===== src/rtl/rf_write_arbiter.sv =====
// rf_write_arbiter
// Shares the register file's single write port (written on the falling clock
// edge) between two writers:
//   port A - main pipeline writeback, highest priority, never back-pressured;
//   port B - long-latency results, valid/ready, buffered in a small FIFO.
// Also publishes a pending-write mask and a decode read-hazard stall, and it
// raises a starvation stall request when port-B results wait too long.
//
// Ports:
//   clk, reset                 clock, asynchronous active-high reset
//   a_we, a_wa, a_wd           pipeline writeback
//   b_valid, b_ready, b_wa, b_wd  long-latency result handshake
//   ra1, ra2                   decode read addresses
//   rf_we3, rf_wa3, rf_wd3     register-file write port (combinational)
//   pending_mask               bit r: a live queued entry targets register r
//   stall_rd                   a decode read hits a pending register
//   stall_req                  asks the hazard unit to hold off port A
//   drop_r15                   one-cycle pulse: port-B write to R15 discarded
module rf_write_arbiter #(
  parameter int DEPTH        = 2,
  parameter int STARVE_LIMIT = 4
) (
  input  logic        clk,
  input  logic        reset,
  input  logic        a_we,
  input  logic [3:0]  a_wa,
  input  logic [31:0] a_wd,
  input  logic        b_valid,
  output logic        b_ready,
  input  logic [3:0]  b_wa,
  input  logic [31:0] b_wd,
  input  logic [3:0]  ra1,
  input  logic [3:0]  ra2,
  output logic        rf_we3,
  output logic [3:0]  rf_wa3,
  output logic [31:0] rf_wd3,
  output logic [14:0] pending_mask,
  output logic        stall_rd,
  output logic        stall_req,
  output logic        drop_r15
);

  localparam int PW = (DEPTH > 1) ? $clog2(DEPTH) : 1;
  localparam int CW = $clog2(DEPTH + 1);
  localparam int SW = $clog2(STARVE_LIMIT + 1);
  localparam logic [CW-1:0] DEPTH_C = CW'(DEPTH);
  localparam logic [SW-1:0] LIMIT_C = SW'(STARVE_LIMIT);

  typedef struct packed {
    logic        live;
    logic [3:0]  wa;
    logic [31:0] wd;
  } entry_t;

  entry_t          fifo_r [DEPTH];
  logic [PW-1:0]   head_r;
  logic [PW-1:0]   tail_r;
  logic [CW-1:0]   count_r;
  logic [SW-1:0]   starve_r;
  logic            stall_req_r;
  logic            drop_r15_r;

  logic            empty_s;
  logic            accept_s;
  logic            push_s;
  logic            drop_s;
  logic            a_write_s;
  logic            pop_s;
  logic [SW-1:0]   starve_next_s;
  logic [14:0]     pend_s;
  logic [15:0]     pend16_s;
  entry_t          head_s;

  assign empty_s   = (count_r == '0);
  assign b_ready   = !reset && (count_r < DEPTH_C);
  assign accept_s  = b_valid && b_ready;
  assign push_s    = accept_s && (b_wa != 4'd15);
  assign drop_s    = accept_s && (b_wa == 4'd15);
  assign a_write_s = a_we && (a_wa != 4'd15);
  // A idle is the only time the head drains; dead (squashed) heads still cost a slot.
  assign pop_s     = !a_we && !empty_s;
  assign head_s    = fifo_r[head_r];

  assign stall_req = stall_req_r;
  assign drop_r15  = drop_r15_r;

  // Write-port mux: A first, otherwise the FIFO head; visible in-cycle for the negedge write.
  always_comb begin
    rf_we3 = 1'b0;
    rf_wa3 = 4'd0;
    rf_wd3 = 32'd0;
    if (reset) begin
      rf_we3 = 1'b0;
    end else if (a_we) begin
      rf_we3 = (a_wa != 4'd15);
      rf_wa3 = a_wa;
      rf_wd3 = a_wd;
    end else if (!empty_s) begin
      rf_we3 = head_s.live;
      rf_wa3 = head_s.wa;
      rf_wd3 = head_s.wd;
    end else begin
      rf_we3 = 1'b0;
    end
  end

  // Pending-write mask: popped and squashed slots carry live = 0, so every live slot is queued.
  always_comb begin
    pend_s = 15'd0;
    for (int r = 0; r < 15; r++) begin
      for (int i = 0; i < DEPTH; i++) begin
        if (fifo_r[i].live && (fifo_r[i].wa == 4'(r))) begin
          pend_s[r] = 1'b1;
        end else begin
          pend_s[r] = pend_s[r];
        end
      end
    end
  end

  assign pending_mask = pend_s;
  assign pend16_s     = {1'b0, pend_s};
  assign stall_rd     = ((ra1 != 4'd15) && pend16_s[ra1]) ||
                        ((ra2 != 4'd15) && pend16_s[ra2]);

  // Starve counter next value; stall_req registers this so it tracks the counter with no lag.
  always_comb begin
    starve_next_s = starve_r;
    if (empty_s || pop_s) begin
      starve_next_s = '0;
    end else if (a_we && (starve_r < LIMIT_C)) begin
      starve_next_s = starve_r + SW'(1'b1);
    end else begin
      starve_next_s = starve_r;
    end
  end

  // FIFO storage, pointers, WAW squash, starve tracking and drop pulse.
  always_ff @(posedge clk or posedge reset) begin
    if (reset) begin
      for (int i = 0; i < DEPTH; i++) begin
        fifo_r[i] <= '0;
      end
      head_r      <= '0;
      tail_r      <= '0;
      count_r     <= '0;
      starve_r    <= '0;
      stall_req_r <= 1'b0;
      drop_r15_r  <= 1'b0;
    end else begin
      // A is younger than anything already queued for the same register.
      if (a_write_s) begin
        for (int i = 0; i < DEPTH; i++) begin
          if (fifo_r[i].wa == a_wa) begin
            fifo_r[i].live <= 1'b0;
          end
        end
      end
      if (pop_s) begin
        fifo_r[head_r].live <= 1'b0;
        head_r              <= head_r + PW'(1'b1);
      end
      // Placed after the squash so an entry pushed this cycle stays live.
      if (push_s) begin
        fifo_r[tail_r] <= {1'b1, b_wa, b_wd};
        tail_r         <= tail_r + PW'(1'b1);
      end
      case ({push_s, pop_s})
        2'b10:   count_r <= count_r + CW'(1'b1);
        2'b01:   count_r <= count_r - CW'(1'b1);
        default: count_r <= count_r;
      endcase
      starve_r    <= starve_next_s;
      stall_req_r <= (starve_next_s >= LIMIT_C);
      drop_r15_r  <= drop_s;
    end
  end

endmodule

===== config.mk =====
export PLATFORM = sky130hd
export DESIGN_NAME = rf_write_arbiter
export DESIGN_NICKNAME = d
export VERILOG_FILES = /design/src/rtl/rf_write_arbiter.sv
export SDC_FILE = /design/constraint.sdc
export NUM_CORES = 1
export LEC_CHECK = 0
export ABC_AREA = 1
export BUFFER_PORTS_ARGS = -buffer_cell sky130_fd_sc_hd__buf_2
export CAP_MARGIN = 20
export CORE_MARGIN = 2
export CORE_UTILIZATION = 52
export DETAILED_ROUTE_END_ITERATION = 7
export MAX_ROUTING_LAYER = met4
export PLACE_DENSITY = 0.92
export SETUP_SLACK_MARGIN = 0.3
export SLEW_MARGIN = 20
export SYNTH_ARGS = -nofsm -noshare
export SYNTH_HDL_FRONTEND = slang
export SYNTH_SLANG_ARGS = --single-unit
export TNS_END_PERCENT = 50

===== constraint.sdc =====
create_clock -name clk -period 3.45 [get_ports clk]
set_input_delay 0.5175 -clock clk [delete_from_list [all_inputs] [get_ports clk]]
set_output_delay 0.5175 -clock clk [all_outputs]
set_load 0.05 [all_outputs]

==> results by group, run 1 <==
Floorplanning
  – Site row count: 34
  – Die width: between 90 and 100 um
  – Chip Height: 99.5 um
  – Core box area: 8760 um2
  – Die area: ~9900 um2
  – I/O pin total: 140
  – Initial Utilization: 0.541

STA
  – Hold Vio Cnt, Final: 0
  – PnR worst setup slack: 0.624 ns
  – Unrepaired setup endpoints after global routing: no
  – Setup Skew: 0.00623 ns
  – Rel. slew slack: 0.534
  – Setup violators final: 0
  – Slew Limit Fails: 0
  – Accumulated negative setup slack: 0 ns
  – Clock period minus worst slack: about 2.8 ns
  – FMAX: 0.354 GHz
  – Period utilization: 0.819
  – Worst slew pin tran: 0.698 ns

Route
  – 1st-pass router iterations: 5
  – Via count: 4577
  – Routed Antenna Nets: 0
  – DRC viols: 0
  – DRT iter0 DRCs: ~190
  – Final wirelength: 11800 um
  – Via density: roughly 5.2
  – Routed len/inst: 13.4 um

Setup path
  – Crit path from: count_r[1]
  – Highest-delay cell along the critical path: inv_2
  – Crit path max fanout: 37
  – Worst EP arrival: ~2.3 ns
  – Crit path launch type: register
  – Worst-path cell chain: nor2_1 > nor2_2 > nand2_2 > inv_2 > nand2_1 > a31oi_1 > buf_2
  – R2R Setup Slk: roughly 1.5 ns
  – R2r endpoint: fifo_r[54]
  – Slowest cell delay on critical path: between 0.5 and 0.6 ns
  – Reg2reg path depth: 6
  – Setup Crit Path Kind: reg2out
  – Worst EP required: 2.93 ns
  – Worst R2R Start: count_r[1]
  – Critical Path End Type: output pin

Yosys
  – Syn Inst Count: between 600 and 700
  – Most common cell in the netlist: nand2_1
  – Commonest cells in the synthesized netlist: 254 x nand2_1, 82 x dfrtp_1, 62 x inv_1, 45 x o21ai_0, 37 x a31oi_1
  – Syn Area/Cell: a little over 7 um2
  – Asr flop ratio synth: 1.00
  – Post-Syn Nets: between 700 and 800
  – Post-synth top flop: dfrtp_1
  – Sequential element share of the synthesized area: 0.433
  – Yosys reg bits: 82
  – Mapped cell area: approximately 4700 um2
  – Top cell type's share of synthesized area: 0.433
  – Largest cells by area after synthesis: dfrtp_1 43%, nand2_1 20%, o21ai_2 5.2%
  – EDFF count, synth: 0
  – Ys Warns: 0
  – Synth unique cells: 29
  – Largest area contributor in the netlist: dfrtp_1

Clocking
  – Clk sinks: approximately 80
  – CTS tree: done
  – Clock transition at path regs: approximately 0.08 ns
  – Hold Buf Count CTS: 0
  – Post-CTS Setup Inserts: 0
  – CTS Root Cell: clkbuf_8
  – Total CTS buffers: 9
  – H-tree depth: 3
  – Clock Latency Late Sink: ~0.34 ns
  – Max clock buf depth: 2
  – Post-CTS resize count: 0

GRT
  – Gr usage total: 0.255
  – Largest net degree at the start of global routing: 51
  – Remaining global-route overflow: 0
  – Vias in the first global route: approximately 4400
  – First-pass GRT wire length: 20000 um
  – Antenna violations before repair: 0

Place
  – Worst slack, placed: between 0.8 and 0.9 ns
  – Placed wire-length estimate: ~8600 um
  – GPL Wtd Cong: around 0.96
  – DP Cell Count: 867
  – Buffers on Ports: 139

Pwr
  – Tot Pwr: 4.16 mW
  – P per Cell Area: about 740 nW/um2
  – Leak pwr: 3.00 nW
  – Peak supply drop: ~380 uV

Worst hold path
  – WHS Endpoint: fifo_r[49]
  – Hold/Removal Path Class: in2reg
  – Hold Path Origin: b_wd[12]
  – Number of stages on the worst hold path: 3

Final layout
  – Multi-input logic area: 2210 um2
  – # fillers: 781
  – Area delta synth->final: 17.9%
  – Fin cells: between 800 and 900
  – Sequential cell area: 2050 um2
  – Fin nets: roughly 860
  – Diode count: 0
  – Layout cells sized above 1: 0.253

Flow run
  – Max_cap viols: 0

Status
  – Status: finished, final reports clean
==> routing by layer <==
layer | part of all wire | track usage | up-vias
li1 | - | - | 2312
met4 | 0.016 | 0.0811 | 0
met2 | 0.47 | 0.414 | 188
met5 | 0 | - | -
met3 | 0.069 | 0.0372 | 17
met1 | 0.44 | 0.334 | 2060
==> worst max-delay path by stage <==
stage	end	slack [ns]
2_1_floorplan	count_r[0]	0.49
3_3_place_gp	rf_wa3[3]	0.91
3_5_place_dp	rf_wa3[3]	0.88
4_1_cts	rf_wa3[3]	0.61
5_1_grt	rf_wa3[2]	0.48
6_report	rf_wd3[20]	0.62
==> cells in the final DEF (no fill, tap or decap), types with 2 or more instances in the layout <==
| cell | netlist | layout |
|---|---|---|
| a21oi_1 | 2 | 2 |
| a31oi_1 | 37 | 37 |
| buf_12 | 0 | 2 |
| buf_2 | 8 | 139 |
| buf_4 | 4 | 4 |
| clkbuf_8 | 0 | 9 |
| clkinv_2 | 1 | 2 |
| dfrtp_1 | 82 | 82 |
| ha_1 | 2 | 2 |
| inv_1 | 62 | 61 |
| inv_2 | 2 | 2 |
| nand2_1 | 254 | 254 |
| nand3_1 | 35 | 34 |
| nand4_1 | 4 | 4 |
| nor2_1 | 33 | 33 |
| o21ai_0 | 45 | 45 |
| o21ai_1 | 8 | 8 |
| o21ai_2 | 28 | 28 |
| xnor2_1 | 6 | 6 |
| xor2_1 | 5 | 5 |
==> layout make-up <==
type / instances / share of cell area
Inverter: 65 / 0.0441
Tap cell: 108 / 0.0242
Multi-Input combinational cell: 467 / 0.396
Sequential cell: 82 / 0.367
Clock inverter: 4 / 0.00985
Timing Repair Buffer: 145 / 0.137
Clock buffer: 9 / 0.0222
==> cell families (layout without fill, tap and decap cells) <==
kind of cell / Yosys count / count (layout) / share of synthesized area
flip-flops: 82 / 82 / 0.433
buffers and inverters: 104 / 223 / 0.101
adder cells (fa/ha/maj): 2 / 2 / 0.00528
XOR/XNOR: 11 / 11 / 0.0203
AND/OR/NAND/NOR: 332 / 332 / 0.278
AO/OA/AOI/OAI: 122 / 122 / 0.162
==> stage by stage <==
| step | area, um2 | hold WS (ns) | utilization |
|---|---|---|---|
| 6_report | 5590 | 0.424 | 0.638 |
| 5_1_grt | 5590 | 0.420 | 0.638 |
| 4_1_cts | 5590 | 0.410 | 0.638 |
| 3_5_place_dp | 5410 | 0.468 | 0.618 |
| 3_3_place_gp | 5410 | 0.464 | 0.618 |
| 2_1_floorplan | 4740 | 0.453 | - |
==> critical path: cells and delay by family, from the launching register on <==
family,cells,cell delay (ns)
AND/OR/NAND/NOR,4,0.47
AO/OA/AOI/OAI,1,0.21
flip-flops,1,0.46
buffers and inverters,2,0.83
==> sequential cells by signal, indices dropped and copies added (netlist names) <==
register   count
count_r        2
drop_r15       1
fifo_r        74
head_r         1
stall_req      1
starve_r       2
tail_r         1
==> power breakdown <==
| part | leakage (nW) | internal (mW) | switching, mW | total [mW] |
|---|---|---|---|---|
| clock | 0.0876 | 0.326 | 0.324 | 0.650 |
| combinational | 1.89 | 0.549 | 1.21 | 1.76 |
| sequential | 1.03 | 1.40 | 0.356 | 1.75 |
| total | 3.00 | 2.27 | 1.89 | 4.16 |
Note: power is estimated with default switching activity, not from simulation.
==> run 2: changes to the inputs <==
- ABC_AREA: 1 -> 0
- CORE_UTILIZATION: 52 -> 47
- PLACE_DENSITY: 0.92 -> 0.89
- clock period: 3.45 -> 2.45 ns (I/O delays scaled with it)
==> run 2 against run 1 <==
Against the previous run: the run now ends with setup timing left; wire length increased by 31%; critical path depth increased by 1; final area increased by 23%; worst setup slack got worse by 0.92 ns; synthesized area decreased by 2.3%; synthesized cell count decreased by 37%; global-route usage increased by 2.8 points; power increased by 100%; combinational power increased to 2.9 times the previous value; highest routed layer unchanged; clock-buffer cell count increased by 3.
==> results by group, run 2 <==
Final layout
  – Area delta synth->final: 49.1%
  – Max reg flops: 74 (unchanged)
  – Core Util, Final: 0.713 (+0.0746)
  – Sequential cell area: 2050 um2 (+0.12%)
  – Largest regs: fifo_r x74, count_r x2, starve_r x2
  – Multi-input logic area: 3000 um2 (+36%)
  – Most frequent cells in the layout: 91 x buf_2, 80 x dfrtp_1, 71 x mux2_2, 48 x buf_6, 36 x mux2_4
  – # fillers: 622 (-20%)
  – Fin nets: 660 (-23%)
  – Commonest non-fill, non-tap cell in the layout: buf_2
  – Layout cells sized above 1: 0.676 (+0.424)
  – Diode count: 0 (unchanged)
  – Biggest register: fifo_r
  – Fin cells: 711 (-19%)

Route
  – Via density: 5.83 (+12%)
  – Via count: 4147 (-9.4%)
  – DRC viols: 0 (unchanged)
  – Final wirelength: 15500 um (+31%)
  – 1st-pass router iterations: 5 (unchanged)
  – DRT iter0 DRCs: 202 (+7.4%)
  – Routed len/inst: 21.8 um (+62%)
  – Routed Antenna Nets: 0 (unchanged)

Yosys
  – Sequential element share of the synthesized area: 0.443 (+0.0104)
  – Synth unique cells: 42 (+45%)
  – Commonest cells in the synthesized netlist: 107 x mux2_2, 82 x dfrtp_1, 52 x nor2_1, 37 x a22oi_1, 14 x clkbuf_1
  – Most common cell in the netlist: mux2_2
  – Post-Syn Nets: 497 (-33%)
  – Top cell type's share of synthesized area: 0.443 (+0.0104)
  – Asr flop ratio synth: 1.00 (unchanged)
  – Mapped cell area: 4630 um2 (-2.3%)
  – Yosys reg bits: 82 (unchanged)
  – Post-synth top flop: dfrtp_1
  – Largest area contributor in the netlist: dfrtp_1
  – EDFF count, synth: 0 (unchanged)
  – Syn Inst Count: 411 (-37%)
  – Ys Warns: 0 (unchanged)
  – Syn Area/Cell: 11.3 um2 (+55%)
  – Largest cells by area after synthesis: dfrtp_1 44%, mux2_2 26%, a22oi_1 6.0%

STA
  – Setup Skew: 0.00832 ns (+0.00209 ns)
  – Period utilization: 1.12
  – FMAX: roughly 0.36 GHz
  – Hold Vio Cnt, Final: 0 (unchanged)
  – Slew Limit Fails: 0 (unchanged)
  – Worst slew pin tran: 0.595 ns (-0.103 ns)
  – PnR worst setup slack: -0.299 ns (-0.923 ns)
  – Clock period minus worst slack: 2.75 ns
  – Unrepaired setup endpoints after global routing: yes
  – Rel. slew slack: 0.603 (+0.0697)
  – Setup violators final: 1 (+1)

Place
  – Buffers on Ports: 139 (unchanged)
  – Placed wire-length estimate: 8860 um (+2.6%)
  – GPL Wtd Cong: 0.899 (-6.3%)
  – DP Cell Count: 675 (-22%)

GRT
  – Gr usage total: 0.283 (+0.0281)
  – Vias in the first global route: 4416 (+1.3%)
  – Remaining global-route overflow: 0 (unchanged)
  – Antenna violations before repair: 0 (unchanged)
  – Largest net degree at the start of global routing: 41 (-20%)
  – First-pass GRT wire length: 21900 um (+9.7%)

Worst hold path
  – Hold/Removal Path Class: in2reg

Clocking
  – H-tree depth: 3 (unchanged)
  – Max clock buf depth: 2 (unchanged)
  – Total CTS buffers: 9 (unchanged)
  – CTS tree: done
  – Clk sinks: 82 (unchanged)
  – Clock transition at path regs: 0.08 ns (about the same)
  – CTS Root Cell: clkbuf_8
  – Clock Latency Late Sink: 0.36 ns (+0.02 ns)

Flow run
  – Max_cap viols: 0 (unchanged)

Pwr
  – P per Cell Area: 1230 nW/um2 (+65%)
  – Tot Pwr: 8.49 mW (+100%)
  – Peak supply drop: 774 uV (+100%)
  – Leak pwr: 3.05 nW (+1.9%)

Floorplanning
  – Chip Height: 103 um (+3.8%)
  – Core box area: 9680 um2 (+11%)
  – Initial Utilization: 0.478 (-0.0629)
  – I/O pin total: 140 (unchanged)
  – Site row count: 36 (+5.9%)
  – Die area: 10700 um2 (+7.7%)
  – Die width: 103 um (+3.8%)

Setup path
  – Crit path launch type: register
  – Setup Crit Path Kind: reg2out
  – Most used cell, CP: buf_6
  – Highest-delay cell along the critical path: o22ai_1
  – Worst-path cell chain: buf_6 > nand3b_1 > o22ai_1 > mux2i_1 > o21ai_0 > a31oi_1 > nand3_1 > buf_6
  – Slowest cell delay on critical path: 0.43 ns (-0.10 ns)
  – Crit path max fanout: 4 (-89%)
  – Critical Path End Type: output pin
  – Worst EP required: 2.08 ns (-0.85 ns)
  – Worst EP arrival: 2.38 ns (+0.07 ns)

Status
  – Failing checks: setup timing
  – Status: finished with violations
==> run 2: final timing paths <==
kind                       startpoint          to  slack (ns)  cells after the start
max reg2reg                count_r[1]  fifo_r[49]        0.54                      5
min reg2reg                fifo_r[47]  fifo_r[47]        0.50                      1
min                           b_valid    drop_r15        0.25                      3
min in group asynchronous       reset  fifo_r[66]        0.48                      3
max in group asynchronous       reset  fifo_r[15]        1.31                      4
max                        fifo_r[69]    stall_rd       -0.30                      8
==> run 2: final cells by class <==
cell class	instances	share of cell area
clock buffer	12	0.0225
clock inverter	3	0.00218
inverter	7	0.00435
multi-input combinational	297	0.435
sequential	82	0.298
tap	133	0.0241
timing repair buffer	177	0.214
==> run 2: kinds of logic after synthesis <==
kind of cell | after synthesis | synth area share
muxes | 115 | 0.278
and+or+nand+nor | 94 | 0.0949
DFF | 82 | 0.443
AOI/OAI and AO/OA | 72 | 0.122
buffers and inverters | 32 | 0.0295
xor gates and xnor gates | 14 | 0.0265
adders and majority gates | 2 | 0.00540
==> run 2: repair_timing <==
action	CTS	global route
setup buffers	12	3
cloned	4	2
setup endpoints to repair	43	50
pin swaps	51	59
gates resized for setup	142	83
hold buffers	0	0
==> run 2: through the flow <==
step                setup WS (ns)  setup TNS [ns]  hold WS (ns)  cell area [um2]
finish                     -0.299          -0.299         0.247             6900
global route               -0.314          -0.314         0.240             6900
CTS                        -0.159          -0.159         0.224             6470
detailed placement          0.108               0         0.481             5590
global placement            0.163               0         0.464             5590
floorplan                  -0.441           -1.14         0.454             4650
==> run 2: power breakdown <==
part / internal [mW] / switching (mW) / total [mW]
logic: 2.63 / 2.45 / 5.08
clock network: 0.414 / 0.474 / 0.887
registers: 2.02 / 0.503 / 2.53
==> run 2: critical path: cells and delay by family, from the launching register on <==
family,cells,cell delay [ns]
AOI/OAI and AO/OA,3,0.77
buffers and inverters,2,0.29
DFF,1,0.39
muxes,1,0.14
and+or+nand+nor,2,0.42
==> run 2: routing by layer <==
metal	vias up	routed length (um)	global-route usage	share of wire
li1	1843	-	-	-
met1	2048	5830	0.313	0.38
met2	193	8220	0.507	0.53
met3	63	827	0.0444	0.053
met4	0	608	0.122	0.039
met5	-	0	-	0
==> run 3: changes to the inputs <==
- SKIP_CTS_REPAIR_TIMING: default -> 1
==> run 3 against run 2 <==
Against the previous run: the flow still finishes with violations (setup timing); final area is 2.7% lower; clock-buffer cell count unchanged; sequential power about the same; critical path type unchanged; global-route usage shrank 4.4 points; clock power is essentially flat; power is 3.1% lower; critical path depth is the same; die area unchanged; combinational power shrank 4.7%.
==> results by group, run 3 (synthesis gave the netlist of run 2 again) <==
GRT
  – Largest net degree at the start of global routing: 41 (unchanged)
  – Gr usage total: 0.240 (-0.0437)
  – Vias in the first global route: 3967 (-10%)
  – Remaining global-route overflow: 0 (unchanged)
  – First-pass GRT wire length: 18900 um (-14%)
  – Antenna violations before repair: 0 (unchanged)

Floorplanning
  – Initial Utilization: 0.478 (unchanged)
  – Die area: 10700 um2 (unchanged)
  – Chip Height: 103 um (unchanged)
  – Die width: 103 um (unchanged)
  – Core box area: 9680 um2 (unchanged)
  – Site row count: 36 (unchanged)
  – I/O pin total: 140 (unchanged)

STA
  – Hold slack final: 0.247 ns (-0.000243 ns)
  – Clock period minus worst slack: 2.70 ns (-0.0469 ns)
  – Hold Vio Cnt, Final: 0 (unchanged)
  – FMAX: 0.370 GHz (+1.7%)
  – Setup Skew: 0.0119 ns (+0.00358 ns)
  – Period utilization: 1.10 (-0.0191)
  – Setup violators final: 1 (unchanged)
  – Unrepaired setup endpoints after global routing: yes
  – Rel. slew slack: 0.628 (+0.0245)
  – PnR worst setup slack: -0.252 ns (+0.0469 ns)
  – Worst slew pin tran: 0.558 ns (-0.0368 ns)
  – Slew Limit Fails: 0 (unchanged)

Setup path
  – Crit path max fanout: 5 (+1)
  – Worst EP arrival: 2.33 ns (-0.05 ns)
  – Crit path launch type: register
  – Worst EP required: 2.08 ns (about the same)
  – Setup Crit Path Kind: reg2out
  – Critical Path End Type: output pin

Clocking
  – Clock transition at path regs: 0.08 ns (about the same)
  – H-tree depth: 3 (unchanged)
  – CTS Root Cell: clkbuf_8
  – Total CTS buffers: 9 (unchanged)
  – Clk sinks: 82 (unchanged)
  – Max clock buf depth: 2 (unchanged)
  – CTS tree: done
  – Clock Latency Late Sink: 0.36 ns (about the same)

Pwr
  – Leak pwr: 2.99 nW (-2.0%)
  – P per Cell Area: 1230 nW/um2 (-0.32%)
  – Peak supply drop: 707 uV (-8.6%)

Route
  – Final wirelength: 14900 um (-3.8%)
  – Routed Antenna Nets: 0 (unchanged)
  – DRC viols: 0 (unchanged)
  – Via count: 4093 (-1.3%)
  – DRT iter0 DRCs: 230 (+14%)
  – Routed len/inst: 21.0 um (-3.5%)
  – Via density: 5.77 (-1.0%)
  – 1st-pass router iterations: 4 (-1)

Final layout
  – Max reg flops: 74 (unchanged)
  – Layout cells sized above 1: 0.648 (-0.0289)
  – Most frequent cells in the layout: 90 x buf_2, 80 x dfrtp_1, 77 x mux2_2, 45 x buf_6, 36 x nor2_1
  – Fin cells: 709 (-0.28%)
  – Biggest register: fifo_r
  – Final Cell Area: 6710 um2 (-2.7%)
  – Multi-input logic area: 2860 um2 (-4.8%)
  – Fin nets: 658 (-0.30%)
  – Area delta synth->final: 45.0%
  – # fillers: 649 (+4.3%)
  – Commonest non-fill, non-tap cell in the layout: buf_2
  – Sequential cell area: 2050 um2 (unchanged)
  – Diode count: 0 (unchanged)
  – Largest regs: fifo_r x74, count_r x2, starve_r x2

Place
  – GPL Wtd Cong: 0.899 (unchanged)
  – DP Cell Count: 675 (unchanged)
  – Placed inst area: 5590 um2 (unchanged)
  – Buffers on Ports: 139 (unchanged)
  – Placed wire-length estimate: 8860 um (unchanged)
  – Worst slack, placed: 0.108 ns (unchanged)

Flow run
  – Max_cap viols: 0 (unchanged)

Status
  – Failing checks: setup timing
  – Status: finished with violations

Worst hold path
  – Hold/Removal Path Class: in2reg
-- run 3: cell type report --
cell class	count	area share
clock inverters	3	0.00224
well taps	133	0.0248
multi-input cells	297	0.426
repair buffers	175	0.213
inverters	7	0.00447
clock buffers	12	0.0231
flip-flops and latches	82	0.306
-- run 3: power by group --
group,total [mW],internal (mW),switching (mW)
registers,2.51,2.02,0.482
clock network,0.886,0.414,0.473
logic,4.84,2.50,2.34
total,8.23,4.93,3.30
-- run 3: metal layers --
metal	up-vias	global-route usage	part of all wire
li1	1833	-	-
met1	2054	0.283	0.39
met2	182	0.415	0.54
met3	24	0.0403	0.054
met4	0	0.0840	0.018
met5	-	-	0
-- run 3: path summary, 6_finish.rpt --
path | start | end | slack, ns | depth (start not counted)
worst max-delay path | fifo_r[70] | stall_rd | -0.25 | 8
worst min-delay path | b_valid | drop_r15 | 0.25 | 3
worst max register to register | count_r[1] | fifo_r[41] | 0.52 | 5
worst min register to register | fifo_r[47] | fifo_r[47] | 0.50 | 1
max in group asynchronous | reset | fifo_r[21] | 1.35 | 4
min in group asynchronous | reset | fifo_r[28] | 0.45 | 3
-- run 3: critical path, cell delays in order, from the launching register on --
cell,delay (ns)
dfrtp_1,0.42
or3b_4,0.45
buf_4,0.15
o22ai_2,0.18
a32o_1,0.17
a221oi_1,0.05
a41o_1,0.28
nand3_1,0.11
buf_6,0.16
-- run 3: stage by stage --
stage | utilization | total power, mW | TNS [ns]
floorplan | - | 4.98 | -1.14
global placement | 0.577 | 5.71 | 0
detailed placement | 0.577 | 5.88 | 0
CTS | 0.595 | 6.77 | -0.293
global route | 0.693 | 8.61 | -0.316
finish | 0.693 | 8.23 | -0.252
